`src/rtl/pipeline_stall_controller_pkg.sv`:
```
`default_nettype none
// ============================================================================
// Module   : pipeline_stall_controller_pkg
// Purpose  : State encodings and control-word types for the stall sequencer.
// Revision : 1.0  initial release
// ============================================================================
package pipeline_stall_controller_pkg;

    localparam int c_PSC_STATE_W = 2;

    localparam logic [c_PSC_STATE_W-1:0] c_PSC_RUN      = 2'd0;
    localparam logic [c_PSC_STATE_W-1:0] c_PSC_MEM_WAIT = 2'd1;
    localparam logic [c_PSC_STATE_W-1:0] c_PSC_ERROR    = 2'd2;

    typedef struct packed {
        logic freeze_pc;
        logic freeze_if_id;
        logic bubble_id_exe;
        logic flush_if_id;
        logic freeze_back;
    } psc_ctrl_t;

    localparam psc_ctrl_t c_CTRL_IDLE       = psc_ctrl_t'(5'b00000);
    localparam psc_ctrl_t c_CTRL_FREEZE_ALL = psc_ctrl_t'(5'b11001);
    localparam psc_ctrl_t c_CTRL_FLUSH      = psc_ctrl_t'(5'b00110);
    localparam psc_ctrl_t c_CTRL_HAZARD     = psc_ctrl_t'(5'b11100);

endpackage
`default_nettype wire

```
`src/rtl/pipeline_stall_controller_if.sv`:
```
`default_nettype none
// ============================================================================
// Module   : pipeline_stall_controller_if
// Purpose  : Pipeline-side hazard/memory flags and register control outputs.
// Revision : 1.0  initial release
// ============================================================================
interface pipeline_stall_controller_if #(
    parameter int CNT_W = 16
);
    logic             hazard_detected;
    logic             branch_taken;
    logic             mem_access;
    logic             mem_ready;
    logic             freeze_pc;
    logic             freeze_if_id;
    logic             bubble_id_exe;
    logic             flush_if_id;
    logic             freeze_back;
    logic             wd_error;
    logic [CNT_W-1:0] stall_cnt;
    logic [CNT_W-1:0] flush_cnt;
    logic [CNT_W-1:0] wait_cnt;

    modport master (
        output hazard_detected, branch_taken, mem_access, mem_ready,
        input  freeze_pc, freeze_if_id, bubble_id_exe, flush_if_id, freeze_back,
        input  wd_error, stall_cnt, flush_cnt, wait_cnt
    );

    modport slave (
        input  hazard_detected, branch_taken, mem_access, mem_ready,
        output freeze_pc, freeze_if_id, bubble_id_exe, flush_if_id, freeze_back,
        output wd_error, stall_cnt, flush_cnt, wait_cnt
    );
endinterface
`default_nettype wire

```
`src/rtl/pipeline_stall_controller_sat_counter.sv`:
```
`default_nettype none
// ============================================================================
// Module   : sat_counter
// Purpose  : Up-counter that sticks at all-ones instead of wrapping.
// Revision : 1.0  initial release
// ============================================================================
module sat_counter #(
    parameter int W = 16
) (
    input  wire          clk,
    input  wire          rst_n,
    input  wire          inc,
    output logic [W-1:0] count
);
    logic [W-1:0] r_count;

    always_ff @(posedge clk or negedge rst_n) begin
        if (!rst_n) begin
            r_count <= '0;
        end else if (inc && (r_count != {W{1'b1}})) begin
            r_count <= r_count + 1'b1;
        end
    end

    assign count = r_count;
endmodule
`default_nettype wire

```
`src/rtl/pipeline_stall_controller.sv`:
```
`default_nettype none
// ============================================================================
// Module   : pipeline_stall_controller
// Purpose  : Stall/flush sequencer with memory-wait watchdog. Performance
//            counters are built only when PIPE_PERF_CNT_EN is defined.
// Revision : 1.0  initial release
// ============================================================================
module pipeline_stall_controller
    import pipeline_stall_controller_pkg::*;
#(
    parameter int MEM_TIMEOUT = 64,
    parameter int TMO_W       = 7,
    parameter int CNT_W       = 16
) (
    input wire clk,
    input wire rst_n,
    pipeline_stall_controller_if.slave bus
);
    localparam logic [TMO_W-1:0] c_WD_LAST = TMO_W'(MEM_TIMEOUT - 1);
    localparam logic [TMO_W-1:0] c_WD_ONE  = TMO_W'(1);

    logic [c_PSC_STATE_W-1:0] r_state;
    logic [c_PSC_STATE_W-1:0] w_state_nxt;
    logic [TMO_W-1:0]         r_wd;
    logic [TMO_W-1:0]         w_wd_nxt;
    logic                     r_wd_error;
    logic                     w_wd_trip;
    logic                     w_mem_stall;
    psc_ctrl_t                w_ctrl;

    assign w_mem_stall = bus.mem_access && !bus.mem_ready;

    always_ff @(posedge clk or negedge rst_n) begin
        if (!rst_n) begin
            r_state <= c_PSC_RUN;
        end else begin
            r_state <= w_state_nxt;
        end
    end

    always_comb begin
        w_state_nxt = r_state;
        w_wd_nxt    = r_wd;
        w_wd_trip   = 1'b0;
        case (r_state)
            c_PSC_RUN: begin
                if (w_mem_stall) begin
                    w_state_nxt = c_PSC_MEM_WAIT;
                    w_wd_nxt    = c_WD_ONE;
                end
            end
            c_PSC_MEM_WAIT: begin
                if (!w_mem_stall) begin
                    w_state_nxt = c_PSC_RUN;
                    w_wd_nxt    = '0;
                end else if (r_wd == c_WD_LAST) begin
                    // Trip before the counter can wrap.
                    w_state_nxt = c_PSC_ERROR;
                    w_wd_trip   = 1'b1;
                end else begin
                    w_wd_nxt = r_wd + 1'b1;
                end
            end
            c_PSC_ERROR: begin
                w_state_nxt = c_PSC_ERROR;
            end
            default: begin
                w_state_nxt = c_PSC_RUN;
                w_wd_nxt    = '0;
            end
        endcase
    end

    always_ff @(posedge clk or negedge rst_n) begin
        if (!rst_n) begin
            r_wd       <= '0;
            r_wd_error <= 1'b0;
        end else begin
            r_wd <= w_wd_nxt;
            if (w_wd_trip) begin
                r_wd_error <= 1'b1;
            end
        end
    end

    // Priority: reset gate > error/mem-wait freeze > branch flush > hazard bubble.
    always_comb begin
        w_ctrl = c_CTRL_IDLE;
        if (!rst_n) begin
            w_ctrl = c_CTRL_IDLE;
        end else if ((r_state == c_PSC_ERROR) || w_mem_stall) begin
            w_ctrl = c_CTRL_FREEZE_ALL;
        end else if (bus.branch_taken) begin
            w_ctrl = c_CTRL_FLUSH;
        end else if (bus.hazard_detected) begin
            w_ctrl = c_CTRL_HAZARD;
        end
    end

    assign bus.freeze_pc     = w_ctrl.freeze_pc;
    assign bus.freeze_if_id  = w_ctrl.freeze_if_id;
    assign bus.bubble_id_exe = w_ctrl.bubble_id_exe;
    assign bus.flush_if_id   = w_ctrl.flush_if_id;
    assign bus.freeze_back   = w_ctrl.freeze_back;
    assign bus.wd_error      = r_wd_error;

`ifdef PIPE_PERF_CNT_EN
    logic w_stall_inc;

    // A bubble without a flush can only come from the hazard path.
    assign w_stall_inc = w_ctrl.bubble_id_exe && !w_ctrl.flush_if_id;

    sat_counter #(.W(CNT_W)) u_stall_cnt (
        .clk   (clk),
        .rst_n (rst_n),
        .inc   (w_stall_inc),
        .count (bus.stall_cnt)
    );

    sat_counter #(.W(CNT_W)) u_flush_cnt (
        .clk   (clk),
        .rst_n (rst_n),
        .inc   (w_ctrl.flush_if_id),
        .count (bus.flush_cnt)
    );

    sat_counter #(.W(CNT_W)) u_wait_cnt (
        .clk   (clk),
        .rst_n (rst_n),
        .inc   (w_ctrl.freeze_back),
        .count (bus.wait_cnt)
    );
`else
    assign bus.stall_cnt = {CNT_W{1'b0}};
    assign bus.flush_cnt = {CNT_W{1'b0}};
    assign bus.wait_cnt  = {CNT_W{1'b0}};
`endif

endmodule
`default_nettype wire
```
`src/flat_wrapper.sv`:
```
// flat-port wrapper written by rule: the top's interface ports become plain ports
module pipeline_stall_controller_flat import pipeline_stall_controller_pkg::*;
#(
    parameter int MEM_TIMEOUT = 64,
    parameter int TMO_W       = 7,
    parameter int CNT_W       = 16
)
  (clk, rst_n, bus_hazard_detected, bus_branch_taken, bus_mem_access, bus_mem_ready, bus_freeze_pc, bus_freeze_if_id, bus_bubble_id_exe, bus_flush_if_id, bus_freeze_back, bus_wd_error, bus_stall_cnt, bus_flush_cnt, bus_wait_cnt);
  pipeline_stall_controller_if #(.CNT_W(CNT_W)) bus_i ();
  input wire clk;
  input wire rst_n;
  input wire logic [$bits(bus_i.hazard_detected)-1:0] bus_hazard_detected;
  input wire logic [$bits(bus_i.branch_taken)-1:0] bus_branch_taken;
  input wire logic [$bits(bus_i.mem_access)-1:0] bus_mem_access;
  input wire logic [$bits(bus_i.mem_ready)-1:0] bus_mem_ready;
  output wire logic [$bits(bus_i.freeze_pc)-1:0] bus_freeze_pc;
  output wire logic [$bits(bus_i.freeze_if_id)-1:0] bus_freeze_if_id;
  output wire logic [$bits(bus_i.bubble_id_exe)-1:0] bus_bubble_id_exe;
  output wire logic [$bits(bus_i.flush_if_id)-1:0] bus_flush_if_id;
  output wire logic [$bits(bus_i.freeze_back)-1:0] bus_freeze_back;
  output wire logic [$bits(bus_i.wd_error)-1:0] bus_wd_error;
  output wire logic [$bits(bus_i.stall_cnt)-1:0] bus_stall_cnt;
  output wire logic [$bits(bus_i.flush_cnt)-1:0] bus_flush_cnt;
  output wire logic [$bits(bus_i.wait_cnt)-1:0] bus_wait_cnt;
  assign bus_i.hazard_detected = bus_hazard_detected;
  assign bus_i.branch_taken = bus_branch_taken;
  assign bus_i.mem_access = bus_mem_access;
  assign bus_i.mem_ready = bus_mem_ready;
  assign bus_freeze_pc = bus_i.freeze_pc;
  assign bus_freeze_if_id = bus_i.freeze_if_id;
  assign bus_bubble_id_exe = bus_i.bubble_id_exe;
  assign bus_flush_if_id = bus_i.flush_if_id;
  assign bus_freeze_back = bus_i.freeze_back;
  assign bus_wd_error = bus_i.wd_error;
  assign bus_stall_cnt = bus_i.stall_cnt;
  assign bus_flush_cnt = bus_i.flush_cnt;
  assign bus_wait_cnt = bus_i.wait_cnt;
  pipeline_stall_controller #(.MEM_TIMEOUT(MEM_TIMEOUT), .TMO_W(TMO_W), .CNT_W(CNT_W)) u_core (.clk(clk), .rst_n(rst_n), .bus(bus_i));
endmodule
```
`config.mk`:
```
export PLATFORM = sky130hd
export DESIGN_NAME = pipeline_stall_controller_flat
export DESIGN_NICKNAME = d
export VERILOG_FILES = /design/src/rtl/pipeline_stall_controller_pkg.sv /design/src/rtl/pipeline_stall_controller_if.sv /design/src/rtl/pipeline_stall_controller_sat_counter.sv /design/src/rtl/pipeline_stall_controller.sv /design/src/flat_wrapper.sv
export SDC_FILE = /design/constraint.sdc
export NUM_CORES = 1
export LEC_CHECK = 0
export ABC_AREA = 1
export CAP_MARGIN = 5
export CORE_ASPECT_RATIO = 1.5
export CORE_MARGIN = 1
export CORE_UTILIZATION = 40
export DETAILED_ROUTE_END_ITERATION = 7
export PLACE_DENSITY = 0.87
export SYNTH_ARGS = -nofsm -noshare
export SYNTH_HDL_FRONTEND = slang
export SYNTH_SLANG_ARGS = --single-unit
```
`constraint.sdc`:
```
create_clock -name clk -period 3.72 [get_ports clk]
set_clock_uncertainty 0.2 [all_clocks]
set_input_delay 0.744 -clock clk [delete_from_list [all_inputs] [get_ports clk]]
set_output_delay 0.744 -clock clk [all_outputs]
set_load 0.03 [all_outputs]
```
; ---- After elaboration in Yosys (flattened, before gate mapping)
; Index checks and enable logic that the tools add are counted.
[word_totals]
regBits = 10
inputBits = 6
output_inout_bits = 54
[op_classes]
addsub = 1
eq_ne = 6
n_mux = 15
bitwise = 1
reduce_logical = 6
[op_table]
columns = cell, count
row1 = two-way mux 7 bit, 3
row2 = case mux 7 bit (3 select lines), 1
row3 = two-way mux 5 bit, 4
row4 = adder 7 x 1 -> 7 bit (second input constant), 1
row5 = equality test 7 x 6 -> 1 bit (second input constant), 1
row6 = two-way mux 2 bit, 3
row7 = inequality test 3 bit (second input constant), 2
row8 = case mux 2 bit (3 select lines), 1
row9 = two-way mux 1 bit, 3
row10 = AND reduction 3 bit, 1
row11 = equality test 2 x 1 -> 1 bit (second input constant), 1
row12 = equality test 2 bit (second input constant), 1
row13 = zero test 2 bit, 1
row14 = inequality test 2 x 1 -> 1 bit (second input constant), 1
row15 = AND reduction 2 bit, 1
row16 = logical AND 1 bit, 1
row17 = zero test 1 bit, 1
row18 = logical OR 1 bit, 1
row19 = NOT 1 bit, 1

; ---- Longest topological paths before layout
; Gate-level depths: netlist of the first run.
[logic_depth]
depth_word = 5
ltp_mapped = 8

; ---- Least setup slack after synthesis of the first run
; Ideal clock, no wire load.
[synth_path]
path_type = in2out
start = input bus_mem_ready
end = output bus_freeze_pc
arrival_ns = 1.853
setup_slack_ns = 0.923
stages = 6
path_buffers = 1
path_cell_list = inv_2 -> nand2_1 -> nand2_1 -> inv_1 -> a21oi_1 -> buf_4
[synth_between]
elab_chain_cells = 5
[synth_rtl]
columns = item, line_no
row1 = from (decl), flat_wrapper.sv:15  ; input wire logic [$bits(bus_i.mem_ready)-1:0] bus_mem_ready;
row2 = zero test 1 bit, pipeline_stall_controller.sv:31  ; assign w_mem_stall = bus.mem_access && !bus.mem_ready;
row3 = logical AND 1 bit, pipeline_stall_controller.sv:31
row4 = logical OR 1 bit, pipeline_stall_controller.sv:91  ; end else if ((r_state == c_PSC_ERROR) || w_mem_stall) begin
row5 = two-way mux 5 bit, pipeline_stall_controller.sv:91
row6 = two-way mux 5 bit, pipeline_stall_controller.sv:89  ; if (!rst_n) begin
row7 = to (decl), flat_wrapper.sv:16  ; output wire logic [$bits(bus_i.freeze_pc)-1:0] bus_freeze_pc;
; No other way between the ends.

; ---- Worst setup path after layout of the first run
[layout_path]
start = input bus_mem_access
end = output bus_freeze_if_id
[layout_between]
elab_chain_cells = 4
[layout_rtl]
columns = item, line_no
row1 = from (decl), flat_wrapper.sv:14  ; input wire logic [$bits(bus_i.mem_access)-1:0] bus_mem_access;
row2 = logical AND 1 bit, pipeline_stall_controller.sv:31
row3 = logical OR 1 bit, pipeline_stall_controller.sv:91
row4 = two-way mux 5 bit, pipeline_stall_controller.sv:91
row5 = two-way mux 5 bit, pipeline_stall_controller.sv:89
row6 = to (decl), flat_wrapper.sv:17  ; output wire logic [$bits(bus_i.freeze_if_id)-1:0] bus_freeze_if_id;
; No other way between the ends.

==> flow_summary.html, run 1 <==
<table>
<tr><th>Metric</th><th>Value</th></tr>
<tr><th colspan="2">Outcome</th></tr>
<tr><td>Run status</td><td>completed</td></tr>
<tr><th colspan="2">Die</th></tr>
<tr><td>Starting Density</td><td>0.430</td></tr>
<tr><td>DIE HEIGHT</td><td>62.4 microns</td></tr>
<tr><td>Std-Cell Rows</td><td>21</td></tr>
<tr><td>Placeable core region</td><td>2260 sq um</td></tr>
<tr><td>Width of the chip</td><td>42.3 microns</td></tr>
<tr><td>Io pins</td><td>60</td></tr>
<tr><td>Area enclosed by the die boundary</td><td>2640 sq um</td></tr>
<tr><th colspan="2">Setup path</th></tr>
<tr><td>Highest fanout seen on the critical path</td><td>4</td></tr>
<tr><td>Worst setup EP type</td><td>output pin</td></tr>
<tr><td>Launch instance of the worst register-to-register path</td><td>u_core.r_wd[0]</td></tr>
<tr><td>Worst reg2reg setup slack</td><td>1.99 ns</td></tr>
<tr><td>Destination of the worst register-to-register timing path</td><td>u_core.r_wd[5]</td></tr>
<tr><td>Data required time at the worst endpoint</td><td>2.78 ns</td></tr>
<tr><td>Type of element launching the critical path</td><td>input port</td></tr>
<tr><td>Arrival time of data at the critical path endpoint</td><td>2.41 ns</td></tr>
<tr><td>Worst Reg-to-Reg Cells</td><td>8</td></tr>
<tr><td>Worst setup path class</td><td>input port to output pin</td></tr>
<tr><th colspan="2">Routing</th></tr>
<tr><td>Violation count after the first detailed-routing iteration</td><td>20</td></tr>
<tr><td>Average wire length per cell after detail routing</td><td>8.37 microns</td></tr>
<tr><td>Count of nets left with antenna violations after detail routing</td><td>0</td></tr>
<tr><td>Vias per Instance</td><td>4.03</td></tr>
<tr><td>Number of detailed-route iterations in the first pass</td><td>4</td></tr>
<tr><td>Vias</td><td>669</td></tr>
<tr><td>Total DRC errors in the routed layout</td><td>0</td></tr>
<tr><td>Wire length reported by the detailed router</td><td>1.39 mm</td></tr>
<tr><th colspan="2">Placed design</th></tr>
<tr><td>Number of port buffers</td><td>11</td></tr>
<tr><td>Placer Congestion</td><td>0.782</td></tr>
<tr><td>Sum of net half-perimeters after detailed placement</td><td>1.14 mm</td></tr>
<tr><td>Cell Area, Placed</td><td>916 sq um</td></tr>
<tr><th colspan="2">Timing</th></tr>
<tr><td>Finish-stage setup viols</td><td>0</td></tr>
<tr><td>Max-slew violation count</td><td>0</td></tr>
<tr><td>Post-layout min period</td><td>3.35 ns</td></tr>
<tr><td>Ratio of final minimum period to clock period</td><td>0.900</td></tr>
<tr><td>Total negative slack</td><td>0 ns</td></tr>
<tr><td>Final count of hold timing violations</td><td>0</td></tr>
<tr><td>Maximum clock frequency</td><td>299 MHz</td></tr>
<tr><td>Setup repair after global routing missed its margin</td><td>false</td></tr>
<tr><th colspan="2">GRT</th></tr>
<tr><td>Antenna violations before repair</td><td>0</td></tr>
<tr><td>Global-route wire length before repair</td><td>2.45 mm</td></tr>
<tr><td>All-Layer GR Usage</td><td>0.117</td></tr>
<tr><td>Via count of the first global-routing pass</td><td>579</td></tr>
<tr><td>Pin count of the biggest net entering global routing</td><td>12</td></tr>
<tr><td>Global-route congestion overflow total</td><td>0</td></tr>
<tr><th colspan="2">Pwr</th></tr>
<tr><td>Power density normalized to cell area</td><td>306 nW/um^2</td></tr>
<tr><td>Peak ir drop on the vdd network</td><td>0.143 mV</td></tr>
<tr><td>Leakage Power</td><td>0.000528 uW</td></tr>
<tr><th colspan="2">Finish</th></tr>
<tr><td>Register cell area after layout</td><td>250 sq um</td></tr>
<tr><td>FILL cells</td><td>244</td></tr>
<tr><td>Footprint of the multi-input gates</td><td>474 sq um</td></tr>
<tr><td>Most frequent cells in the layout</td><td>48 x sky130_fd_sc_hd__conb_1, 27 x sky130_fd_sc_hd__nand2_1, 11 x sky130_fd_sc_hd__clkdlybuf4s50_1, 10 x sky130_fd_sc_hd__inv_1, 10 x sky130_fd_sc_hd__dfrtp_1</td></tr>
<tr><td>Proportion of layout cells with a drive suffix above 1</td><td>0.112</td></tr>
<tr><td>Area delta synth-&gt;final</td><td>-2.06%</td></tr>
<tr><td>Final Instance Area</td><td>952 sq um</td></tr>
<tr><td>Antenna fix cells</td><td>0</td></tr>
<tr><td>Fin nets</td><td>151</td></tr>
<tr><td>Most common cell after layout, fill and taps aside</td><td>sky130_fd_sc_hd__conb_1</td></tr>
<tr><th colspan="2">CTS</th></tr>
<tr><td>Clock root buffer master</td><td>sky130_fd_sc_hd__clkbuf_4</td></tr>
<tr><td>Clock Latency Late Sink</td><td>0.27 ns</td></tr>
<tr><td>TritonCTS clock tree</td><td>built</td></tr>
<tr><td>Sinks on Clock Net</td><td>10</td></tr>
<tr><td>Total of cells resized after clock tree synthesis</td><td>0</td></tr>
<tr><td>H-tree level count</td><td>1</td></tr>
<tr><td>Bufs on Longest Clock Path</td><td>2</td></tr>
<tr><td>Total CTS buffers</td><td>3</td></tr>
<tr><td>Post CTS Setup Buffer Count</td><td>0</td></tr>
<tr><td>Number of hold buffers added after CTS</td><td>0</td></tr>
<tr><td>Clock slew seen by the registers of the worst setup and hold paths</td><td>0.07 ns</td></tr>
<tr><th colspan="2">Yosys</th></tr>
<tr><td>Share of the yosys chip area belonging to registers</td><td>0.257</td></tr>
<tr><td>Area share of the largest cell type after synthesis</td><td>0.378</td></tr>
<tr><td>Library cell occupying the most area in the post-synthesis netlist</td><td>sky130_fd_sc_hd__buf_4</td></tr>
<tr><td>Average size of a mapped cell</td><td>7.48 sq um</td></tr>
<tr><td>Number of distinct standard cells referenced by the synthesized netlist</td><td>24</td></tr>
<tr><td>Synth area leaders</td><td>sky130_fd_sc_hd__buf_4 38%, sky130_fd_sc_hd__dfrtp_1 26%, sky130_fd_sc_hd__nand2_1 10%</td></tr>
<tr><td>Proportion of register bits with asynchronous set or reset after synthesis</td><td>1.00</td></tr>
<tr><td>Count of warnings emitted by yosys</td><td>0</td></tr>
<tr><td>Gate Count Post-Synth</td><td>130</td></tr>
<tr><td>Count of flip-flops with a built-in enable after synthesis</td><td>0</td></tr>
<tr><td>Netlist area before placement</td><td>972 sq um</td></tr>
<tr><td>Register bit total from synthesis</td><td>10</td></tr>
<tr><td>Main synth FF type</td><td>sky130_fd_sc_hd__dfrtp_1</td></tr>
<tr><th colspan="2">Hold path</th></tr>
<tr><td>Type of the tightest min-delay check</td><td>register to register</td></tr>
<tr><td>Min-Delay Path Depth</td><td>2</td></tr>
<tr><td>Start point of the worst hold path</td><td>u_core.bus.wd_error</td></tr>
<tr><td>End point of the most critical hold path</td><td>u_core.bus.wd_error</td></tr>
<tr><th colspan="2">Flow run</th></tr>
<tr><td>Number of maximum-capacitance constraint violations</td><td>0</td></tr>
</table>
-- flip-flops by register name (all words and copies together), names as in the netlist --
register / cells
u_core.r_wd: 7
u_core.r_state: 2
u_core.bus.wd_error: 1
-- final cells by class --
| class | instances | share of cell area |
|---|---|---|
| flip-flops and latches | 10 | 0.263 |
| inverters | 12 | 0.0473 |
| repair buffers | 12 | 0.124 |
| multi-input cells | 105 | 0.498 |
| clock buffers | 4 | 0.0381 |
| well taps | 23 | 0.0302 |
-- cell families after synthesis --
| kind of cell | count (synthesis) | synth area share |
|---|---|---|
| xor+xnor | 1 | 0.00901 |
| buf+inv | 62 | 0.436 |
| flops | 10 | 0.257 |
| simple gates | 45 | 0.212 |
| other cells | 1 | 0.00386 |
| compound gates | 10 | 0.0682 |
| fa+ha+maj | 1 | 0.0129 |
-- synthesized netlist by cell type, types with 2 or more instances --
master	n
sky130_fd_sc_hd__a21oi_1	2
sky130_fd_sc_hd__buf_4	49
sky130_fd_sc_hd__dfrtp_1	10
sky130_fd_sc_hd__inv_1	10
sky130_fd_sc_hd__inv_2	2
sky130_fd_sc_hd__nand2_1	27
sky130_fd_sc_hd__nand3_1	3
sky130_fd_sc_hd__nand3_2	2
sky130_fd_sc_hd__nand4_1	2
sky130_fd_sc_hd__nor2_1	6
sky130_fd_sc_hd__o21ai_0	2
sky130_fd_sc_hd__o21ai_2	3
-- worst max-delay path, stage by stage --
cell                              delay, ns
sky130_fd_sc_hd__clkdlybuf4s50_1       0.48
sky130_fd_sc_hd__nand2_1               0.13
sky130_fd_sc_hd__nand2_1               0.14
sky130_fd_sc_hd__inv_1                 0.06
sky130_fd_sc_hd__a21oi_1               0.15
sky130_fd_sc_hd__clkdlybuf4s50_1       0.70
-- power by group --
part / switching [uW] / internal, uW
clock network: 40.6 / 59.5
logic: 73.9 / 9.05
registers: 0 / 109
-- per-stage QoR --
step	util	hold WS (ns)	power (uW)	std cells	setup slack [ns]
global route	0.421	0.314	302	166	0.253
finish	0.421	0.264	292	166	0.370
global placement	0.405	0.256	193	162	0.400
detailed placement	0.405	0.258	193	162	0.366
floorplan	-	0.248	220	177	0.923
CTS	0.421	0.273	294	166	0.370
-- worst max-delay path by stage --
stage	depth (start not counted)	start	end	slack, ns
final	6	bus_mem_access	bus_freeze_if_id	0.37
after global routing	6	bus_mem_access	bus_freeze_pc	0.25
after CTS	6	bus_mem_access	bus_freeze_if_id	0.37
after detailed placement	6	bus_mem_access	bus_freeze_if_id	0.37
after global placement	6	bus_mem_access	bus_freeze_if_id	0.40
after floorplan	6	bus_mem_ready	bus_freeze_pc	0.92
-- per-layer routing --
layer | part of all wire | track usage | wire (microns) | vias up
li1 | - | - | - | 329
met3 | 0.075 | 0.00867 | 104 | 3
met1 | 0.36 | 0.126 | 503 | 299
met4 | 0.018 | 0.0586 | 25 | 0
met2 | 0.54 | 0.219 | 756 | 38
met5 | 0 | 0 | 0 | -
(Power assumes the default switching activity.)
==> run 2, diff against run 1 <==
- GPL_TIMING_DRIVEN: default -> 0
==> run 2 against run 1 <==
Compared with the run above: routed wire length is 7.0% higher; fmax is 3.1% lower; sequential cell count stayed put; die area stayed put; non-clock buffer count is 49 higher; clock-buffer cell count stayed put; largest cell class is now buffers; worst hold slack worse by 0.038 ns; sequential power hardly changed; final cell count is 30% higher; worst setup slack worse by 0.11 ns; via count is 20% higher; total power is 14% higher.
==> flow_summary.html, run 2 (synthesis gave the netlist of run 1 again) <==
<table>
<tr><th>Metric</th><th>Value</th></tr>
<tr><th colspan="2">Setup path</th></tr>
<tr><td>Worst setup path class</td><td>input port to output pin</td></tr>
<tr><td>Data required time at the worst endpoint</td><td>2.78 ns (about the same)</td></tr>
<tr><td>Highest fanout seen on the critical path</td><td>4 (unchanged)</td></tr>
<tr><td>Worst reg2reg setup slack</td><td>2.06 ns (+0.07 ns)</td></tr>
<tr><td>Cell-by-cell trace of the critical path</td><td>clkdlybuf4s50_1 -&gt; nand2_1 -&gt; nand2_1 -&gt; inv_1 -&gt; a21oi_1 -&gt; buf_4 -&gt; clkdlybuf4s50_1</td></tr>
<tr><td>Slowest stage delay, CP</td><td>0.65 ns (-0.05 ns)</td></tr>
<tr><td>Worst-path cell with the longest stage delay</td><td>sky130_fd_sc_hd__clkdlybuf4s50_1</td></tr>
<tr><td>Type of element launching the critical path</td><td>input port</td></tr>
<tr><td>Worst Reg-to-Reg Cells</td><td>8 (unchanged)</td></tr>
<tr><td>Worst setup EP type</td><td>output pin</td></tr>
<tr><td>Arrival time of data at the critical path endpoint</td><td>2.51 ns (+0.10 ns)</td></tr>
<tr><th colspan="2">Routing</th></tr>
<tr><td>Vias per Instance</td><td>3.72 (-7.7%)</td></tr>
<tr><td>Average wire length per cell after detail routing</td><td>6.91 microns (-17%)</td></tr>
<tr><td>Number of detailed-route iterations in the first pass</td><td>3 (-1)</td></tr>
<tr><td>Violation count after the first detailed-routing iteration</td><td>10 (-50%)</td></tr>
<tr><td>Wire length reported by the detailed router</td><td>1.49 mm (+7.0%)</td></tr>
<tr><td>Total DRC errors in the routed layout</td><td>0 (unchanged)</td></tr>
<tr><td>Vias</td><td>800 (+20%)</td></tr>
<tr><td>Count of nets left with antenna violations after detail routing</td><td>0 (unchanged)</td></tr>
<tr><th colspan="2">Finish</th></tr>
<tr><td>FILL cells</td><td>203 (-17%)</td></tr>
<tr><td>Register name with the most flops</td><td>u_core.r_wd</td></tr>
<tr><td>Antenna fix cells</td><td>0 (unchanged)</td></tr>
<tr><td>Final Instance Area</td><td>1330 sq um (+39%)</td></tr>
<tr><td>Proportion of layout cells with a drive suffix above 1</td><td>0.339 (+0.227)</td></tr>
<tr><td>Final core utilization</td><td>0.587 (+0.166)</td></tr>
<tr><td>Most common cell after layout, fill and taps aside</td><td>sky130_fd_sc_hd__buf_4</td></tr>
<tr><td>Fin nets</td><td>200 (+32%)</td></tr>
<tr><td>Most frequent cells in the layout</td><td>49 x sky130_fd_sc_hd__buf_4, 48 x sky130_fd_sc_hd__conb_1, 27 x sky130_fd_sc_hd__nand2_1</td></tr>
<tr><td>Area delta synth-&gt;final</td><td>36.4%</td></tr>
<tr><td>Final Instance Count excl. Fillers</td><td>215 (+30%)</td></tr>
<tr><td>Number of flip-flops in the largest register</td><td>7 (unchanged)</td></tr>
<tr><th colspan="2">CTS</th></tr>
<tr><td>Total CTS buffers</td><td>3 (unchanged)</td></tr>
<tr><td>Bufs on Longest Clock Path</td><td>2 (unchanged)</td></tr>
<tr><td>Clock root buffer master</td><td>sky130_fd_sc_hd__clkbuf_4</td></tr>
<tr><td>Post CTS Setup Buffer Count</td><td>0 (unchanged)</td></tr>
<tr><td>TritonCTS clock tree</td><td>built</td></tr>
<tr><td>Sinks on Clock Net</td><td>10 (unchanged)</td></tr>
<tr><td>Clock Latency Late Sink</td><td>0.27 ns (about the same)</td></tr>
<tr><td>Number of hold buffers added after CTS</td><td>0 (unchanged)</td></tr>
<tr><td>Clock slew seen by the registers of the worst setup and hold paths</td><td>0.07 ns (about the same)</td></tr>
<tr><td>H-tree level count</td><td>1 (unchanged)</td></tr>
<tr><th colspan="2">Die</th></tr>
<tr><td>Width of the chip</td><td>42.3 microns (unchanged)</td></tr>
<tr><td>Area enclosed by the die boundary</td><td>2640 sq um (unchanged)</td></tr>
<tr><td>Std-Cell Rows</td><td>21 (unchanged)</td></tr>
<tr><td>Placeable core region</td><td>2260 sq um (unchanged)</td></tr>
<tr><td>Starting Density</td><td>0.430 (unchanged)</td></tr>
<tr><td>DIE HEIGHT</td><td>62.4 microns (unchanged)</td></tr>
<tr><td>Io pins</td><td>60 (unchanged)</td></tr>
<tr><th colspan="2">Pwr</th></tr>
<tr><td>Leakage Power</td><td>0.000805 uW (+52%)</td></tr>
<tr><td>Peak ir drop on the vdd network</td><td>0.177 mV (+24%)</td></tr>
<tr><td>Power density normalized to cell area</td><td>250 nW/um^2 (-18%)</td></tr>
<tr><th colspan="2">Timing</th></tr>
<tr><td>Total negative slack</td><td>0 ns (unchanged)</td></tr>
<tr><td>Post-layout min period</td><td>3.46 ns (+0.106 ns)</td></tr>
<tr><td>Finish-stage setup viols</td><td>0 (unchanged)</td></tr>
<tr><td>Ratio of final minimum period to clock period</td><td>0.929 (+0.0285)</td></tr>
<tr><td>Headroom to the max-slew limit</td><td>0.649</td></tr>
<tr><td>Max-slew violation count</td><td>0 (unchanged)</td></tr>
<tr><td>Maximum clock frequency</td><td>289 MHz (-3.1%)</td></tr>
<tr><td>Actual transition at the worst max-transition pin</td><td>0.526 ns</td></tr>
<tr><td>Setup repair after global routing missed its margin</td><td>false</td></tr>
<tr><td>Hold Worst Slack</td><td>0.227 ns (-0.0379 ns)</td></tr>
<tr><td>Final count of hold timing violations</td><td>0 (unchanged)</td></tr>
<tr><th colspan="2">GRT</th></tr>
<tr><td>All-Layer GR Usage</td><td>0.123 (+0.00576)</td></tr>
<tr><td>Pin count of the biggest net entering global routing</td><td>13 (+1)</td></tr>
<tr><td>Global-route congestion overflow total</td><td>0 (unchanged)</td></tr>
<tr><td>Antenna violations before repair</td><td>0 (unchanged)</td></tr>
<tr><td>Global-route wire length before repair</td><td>2.55 mm (+4.0%)</td></tr>
<tr><td>Via count of the first global-routing pass</td><td>638 (+10%)</td></tr>
<tr><th colspan="2">Placed design</th></tr>
<tr><td>Placer Congestion</td><td>0.792 (+1.3%)</td></tr>
<tr><td>Sum of net half-perimeters after detailed placement</td><td>1.30 mm (+13%)</td></tr>
<tr><td>Inst Count DP</td><td>211 (+30%)</td></tr>
<tr><td>Cell Area, Placed</td><td>1290 sq um (+41%)</td></tr>
<tr><td>Number of port buffers</td><td>11 (unchanged)</td></tr>
<tr><th colspan="2">Outcome</th></tr>
<tr><td>Run status</td><td>completed</td></tr>
<tr><th colspan="2">Flow run</th></tr>
<tr><td>Number of maximum-capacitance constraint violations</td><td>0 (unchanged)</td></tr>
<tr><th colspan="2">Hold path</th></tr>
<tr><td>Type of the tightest min-delay check</td><td>input port to asynchronous set/reset pin</td></tr>
</table>
run 2: changes by cell type in the layout (fill, tap and decap cells not counted):
cell / delta
sky130_fd_sc_hd__buf_4: +48
sky130_fd_sc_hd__buf_6: +1
sky130_fd_sc_hd__clkdlybuf4s50_1: -1
sky130_fd_sc_hd__dlymetal6s2s_1: +1
run 2: metal layers:
layer  up-vias  track usage  share of wire
met1       325        0.119           0.36
met4         0       0.0742          0.028
met2        38        0.225           0.52
met5         -            0              0
met3         5       0.0289          0.090
li1        432            -              -
run 2: final timing paths:
kind / from / to
setup / recovery: bus_mem_access / bus_freeze_pc
hold / removal: rst_n / u_core.r_wd[5]
setup reg to reg: u_core.r_wd[0] / u_core.r_wd[3]
hold reg to reg: u_core.bus.wd_error / u_core.bus.wd_error
max in group asynchronous: rst_n / u_core.r_wd[6]
min in group clk: u_core.bus.wd_error / u_core.bus.wd_error
run 2: power breakdown:
| part | internal (uW) | switching, uW |
|---|---|---|
| logic | 42.9 | 80.2 |
| registers | 109 | 0 |
| clock network | 59.5 | 40.0 |
| total | 211 | 120 |
run 2: repair_timing:
item / CTS / global route
hold endpoints to repair: 0 / 0
endpoints found under the setup margin: 0 / 3
resized for setup: 0 / 1
run 2: metrics by stage:
step	power (uW)	worst slack, ns
2_1_floorplan	220	0.923
3_3_place_gp	232	0.0913
3_5_place_dp	232	0.0624
4_1_cts	334	0.0530
5_1_grt	345	0.130
6_report	331	0.264
run 2: area by class of cell:
class	count	area, sq um	area share
well taps	23	28.8	0.0217
flip-flops and latches	10	250	0.189
plain buffers	50	379	0.286
repair buffers	11	113	0.0849
clock buffers	4	36.3	0.0274
multi-input cells	105	474	0.358
inverters	12	45.0	0.0340
run 2: worst max-delay path: cells and delay by family:
kind,cells,cell delay (ns)
compound gates,1,0.17
buf+inv,4,1.32
simple gates,2,0.27
==> run 3, diff against run 2 <==
- CTS_CLUSTER_DIAMETER: default -> 30
- GPL_TIMING_DRIVEN: 0 -> default
- REMOVE_ABC_BUFFERS: default -> 1
==> run 3 against run 2 <==
Compared with the run above: sequential cell count unchanged; design area decreased by 28%; utilization decreased by 17 points; total power decreased by 11%; routed wire length decreased by 7.1%; clock power about the same; sequential power about the same; fmax increased by 2.4%; first-iteration DRC count increased by 30%; critical path depth decreased by 1; sequential share of layout area increased by 7.4 points.
==> flow_summary.html, run 3 (synthesis gave the netlist of run 1 again) <==
<table>
<tr><th>Metric</th><th>Value</th></tr>
<tr><th colspan="2">Setup path</th></tr>
<tr><td>Highest fanout seen on the critical path</td><td>4 (unchanged)</td></tr>
<tr><td>Worst-path cell with the longest stage delay</td><td>sky130_fd_sc_hd__clkdlybuf4s50_1</td></tr>
<tr><td>Worst setup path class</td><td>input port to output pin</td></tr>
<tr><td>Worst setup EP type</td><td>output pin</td></tr>
<tr><td>Arrival time of data at the critical path endpoint</td><td>2.43 ns (-0.08 ns)</td></tr>
<tr><td>Slowest stage delay, CP</td><td>0.71 ns (+0.06 ns)</td></tr>
<tr><td>Type of element launching the critical path</td><td>input port</td></tr>
<tr><td>Worst Reg-to-Reg Cells</td><td>8 (unchanged)</td></tr>
<tr><td>Cell-by-cell trace of the critical path</td><td>clkdlybuf4s50_1 -&gt; nand2_1 -&gt; nand2_1 -&gt; inv_1 -&gt; a21oi_1 -&gt; clkdlybuf4s50_1</td></tr>
<tr><td>Data required time at the worst endpoint</td><td>2.78 ns (about the same)</td></tr>
<tr><th colspan="2">CTS</th></tr>
<tr><td>Post CTS Setup Buffer Count</td><td>0 (unchanged)</td></tr>
<tr><td>Clock root buffer master</td><td>sky130_fd_sc_hd__clkbuf_4</td></tr>
<tr><td>Bufs on Longest Clock Path</td><td>2 (unchanged)</td></tr>
<tr><td>H-tree level count</td><td>1 (unchanged)</td></tr>
<tr><td>Sinks on Clock Net</td><td>10 (unchanged)</td></tr>
<tr><td>Number of hold buffers added after CTS</td><td>0 (unchanged)</td></tr>
<tr><td>Clock slew seen by the registers of the worst setup and hold paths</td><td>0.07 ns (about the same)</td></tr>
<tr><td>Total of cells resized after clock tree synthesis</td><td>0 (unchanged)</td></tr>
<tr><td>Clock Latency Late Sink</td><td>0.27 ns (about the same)</td></tr>
<tr><td>TritonCTS clock tree</td><td>built</td></tr>
<tr><td>Total CTS buffers</td><td>3 (unchanged)</td></tr>
<tr><th colspan="2">Timing</th></tr>
<tr><td>Final count of hold timing violations</td><td>0 (unchanged)</td></tr>
<tr><td>Total negative slack</td><td>0 ns (unchanged)</td></tr>
<tr><td>Ratio of final minimum period to clock period</td><td>0.907 (-0.0221)</td></tr>
<tr><td>Setup repair after global routing missed its margin</td><td>false</td></tr>
<tr><td>Max-slew violation count</td><td>0 (unchanged)</td></tr>
<tr><td>Maximum clock frequency</td><td>296 MHz (+2.4%)</td></tr>
<tr><td>Finish-stage setup viols</td><td>0 (unchanged)</td></tr>
<tr><td>Post-layout min period</td><td>3.37 ns (-0.0820 ns)</td></tr>
<tr><th colspan="2">Pwr</th></tr>
<tr><td>Sequential power share</td><td>0.369 (+0.041)</td></tr>
<tr><td>Portion of total power attributed to combinational logic</td><td>0.282 (-0.090)</td></tr>
<tr><td>Int Power</td><td>177 uW (-16%)</td></tr>
<tr><td>Peak ir drop on the vdd network</td><td>0.174 mV (-1.7%)</td></tr>
<tr><td>Power density normalized to cell area</td><td>309 nW/um^2 (+24%)</td></tr>
<tr><td>Net Sw Frac</td><td>0.398 (+0.0346)</td></tr>
<tr><td>Post-layout power</td><td>294 uW (-11%)</td></tr>
<tr><td>Relative contribution of the clock network to total power</td><td>0.348 (+0.048)</td></tr>
<tr><td>P_sw</td><td>117 uW (-2.7%)</td></tr>
<tr><td>Leakage Power</td><td>0.000528 uW (-34%)</td></tr>
<tr><th colspan="2">Finish</th></tr>
<tr><td>Number of flip-flops in the largest register</td><td>7 (unchanged)</td></tr>
<tr><td>FILL cells</td><td>240 (+18%)</td></tr>
<tr><td>Most common cell after layout, fill and taps aside</td><td>sky130_fd_sc_hd__conb_1</td></tr>
<tr><td>Most frequent cells in the layout</td><td>48 x sky130_fd_sc_hd__conb_1, 27 x sky130_fd_sc_hd__nand2_1, 11 x sky130_fd_sc_hd__clkdlybuf4s50_1, 10 x sky130_fd_sc_hd__inv_1, 10 x sky130_fd_sc_hd__dfrtp_1</td></tr>
<tr><td>Register name with the most flops</td><td>u_core.r_wd</td></tr>
<tr><td>Final Instance Area</td><td>952 sq um (-28%)</td></tr>
<tr><td>Antenna fix cells</td><td>0 (unchanged)</td></tr>
<tr><td>Proportion of layout cells with a drive suffix above 1</td><td>0.112 (-0.227)</td></tr>
<tr><td>Area delta synth-&gt;final</td><td>-2.06%</td></tr>
<tr><td>Final core utilization</td><td>0.421 (-0.166)</td></tr>
<tr><td>Fin nets</td><td>151 (-25%)</td></tr>
<tr><th colspan="2">Routing</th></tr>
<tr><td>Total DRC errors in the routed layout</td><td>0 (unchanged)</td></tr>
<tr><td>Number of detailed-route iterations in the first pass</td><td>4 (+1)</td></tr>
<tr><td>Wire length reported by the detailed router</td><td>1.38 mm (-7.1%)</td></tr>
<tr><td>Vias per Instance</td><td>4.00 (+7.5%)</td></tr>
<tr><td>Count of nets left with antenna violations after detail routing</td><td>0 (unchanged)</td></tr>
<tr><td>Violation count after the first detailed-routing iteration</td><td>13 (+3)</td></tr>
<tr><td>Vias</td><td>664 (-17%)</td></tr>
<tr><td>Average wire length per cell after detail routing</td><td>8.32 microns (+20%)</td></tr>
<tr><th colspan="2">Die</th></tr>
<tr><td>DIE HEIGHT</td><td>62.4 microns (unchanged)</td></tr>
<tr><td>Placeable core region</td><td>2260 sq um (unchanged)</td></tr>
<tr><td>Std-Cell Rows</td><td>21 (unchanged)</td></tr>
<tr><td>Area enclosed by the die boundary</td><td>2640 sq um (unchanged)</td></tr>
<tr><td>Io pins</td><td>60 (unchanged)</td></tr>
<tr><td>Width of the chip</td><td>42.3 microns (unchanged)</td></tr>
<tr><td>Starting Density</td><td>0.430 (unchanged)</td></tr>
<tr><th colspan="2">Placed design</th></tr>
<tr><td>Cell Area, Placed</td><td>916 sq um (-29%)</td></tr>
<tr><td>Placer Congestion</td><td>0.795 (+0.40%)</td></tr>
<tr><td>Number of port buffers</td><td>11 (unchanged)</td></tr>
<tr><td>Sum of net half-perimeters after detailed placement</td><td>1.11 mm (-14%)</td></tr>
<tr><th colspan="2">GRT</th></tr>
<tr><td>All-Layer GR Usage</td><td>0.110 (-0.0135)</td></tr>
<tr><td>Pin count of the biggest net entering global routing</td><td>12 (-1)</td></tr>
<tr><td>Antenna violations before repair</td><td>0 (unchanged)</td></tr>
<tr><td>Via count of the first global-routing pass</td><td>540 (-15%)</td></tr>
<tr><td>Global-route wire length before repair</td><td>2.25 mm (-12%)</td></tr>
<tr><td>Global-route congestion overflow total</td><td>0 (unchanged)</td></tr>
<tr><th colspan="2">Hold path</th></tr>
<tr><td>Type of the tightest min-delay check</td><td>register to register</td></tr>
<tr><td>Min-Delay Path Depth</td><td>2</td></tr>
<tr><th colspan="2">Flow run</th></tr>
<tr><td>Number of maximum-capacitance constraint violations</td><td>0 (unchanged)</td></tr>
<tr><th colspan="2">Outcome</th></tr>
<tr><td>Run status</td><td>completed</td></tr>
</table>
run 3: changes by cell type in the layout (fill, tap and decap cells not counted):
cell	change
sky130_fd_sc_hd__buf_6	-1
sky130_fd_sc_hd__clkdlybuf4s50_1	+1
sky130_fd_sc_hd__dlymetal6s2s_1	-1
sky130_fd_sc_hd__buf_4	-48
run 3: layout make-up:
class,count,area (sq um),share of cell area
multi-input cells,105,474,0.498
flip-flops and latches,10,250,0.263
repair buffers,12,118,0.124
inverters,12,45.0,0.0473
clock buffers,4,36.3,0.0381
well taps,23,28.8,0.0302
run 3: critical path, delay by kind of cell:
kind,cells,cell delay [ns]
compound gates,1,0.18
buf+inv,3,1.24
simple gates,2,0.26
run 3: power groups by stage:
stage	registers, uW	clock network, uW	logic, uW
final	109	102	83.0
after global routing	109	105	87.4
after CTS	109	102	82.4
after detailed placement	111	0	82.4
after global placement	111	0	82.0
after floorplan	111	0	69.5
run 3: final timing paths:
path | startpoint | end | slack [ns]
max in group asynchronous | rst_n | u_core.r_state[1] | 2.53
setup / recovery | bus_mem_access | bus_freeze_if_id | 0.35
hold / removal | u_core.bus.wd_error | u_core.bus.wd_error | 0.29
setup reg to reg | u_core.r_wd[0] | u_core.r_wd[5] | 1.98
min in group asynchronous | rst_n | u_core.r_wd[3] | 0.64
hold reg to reg | u_core.bus.wd_error | u_core.bus.wd_error | 0.29
run 3: layer usage:
layer | GRT usage | vias to the layer above | routed length [microns]
li1 | - | 328 | -
met3 | 0.0173 | 4 | 87
met1 | 0.111 | 293 | 508
met4 | 0.0469 | 0 | 20
met2 | 0.210 | 39 | 765
met5 | 0 | - | 0
run 3: stage by stage:
| stage | hold slack [ns] | worst slack, ns | std cells |
|---|---|---|---|
| 6_report | 0.287 | 0.346 | 166 |
| 5_1_grt | 0.314 | 0.276 | 166 |
| 4_1_cts | 0.292 | 0.341 | 166 |
| 3_5_place_dp | 0.275 | 0.336 | 162 |
| 3_3_place_gp | 0.263 | 0.404 | 162 |
| 2_1_floorplan | 0.248 | 0.818 | 127 |
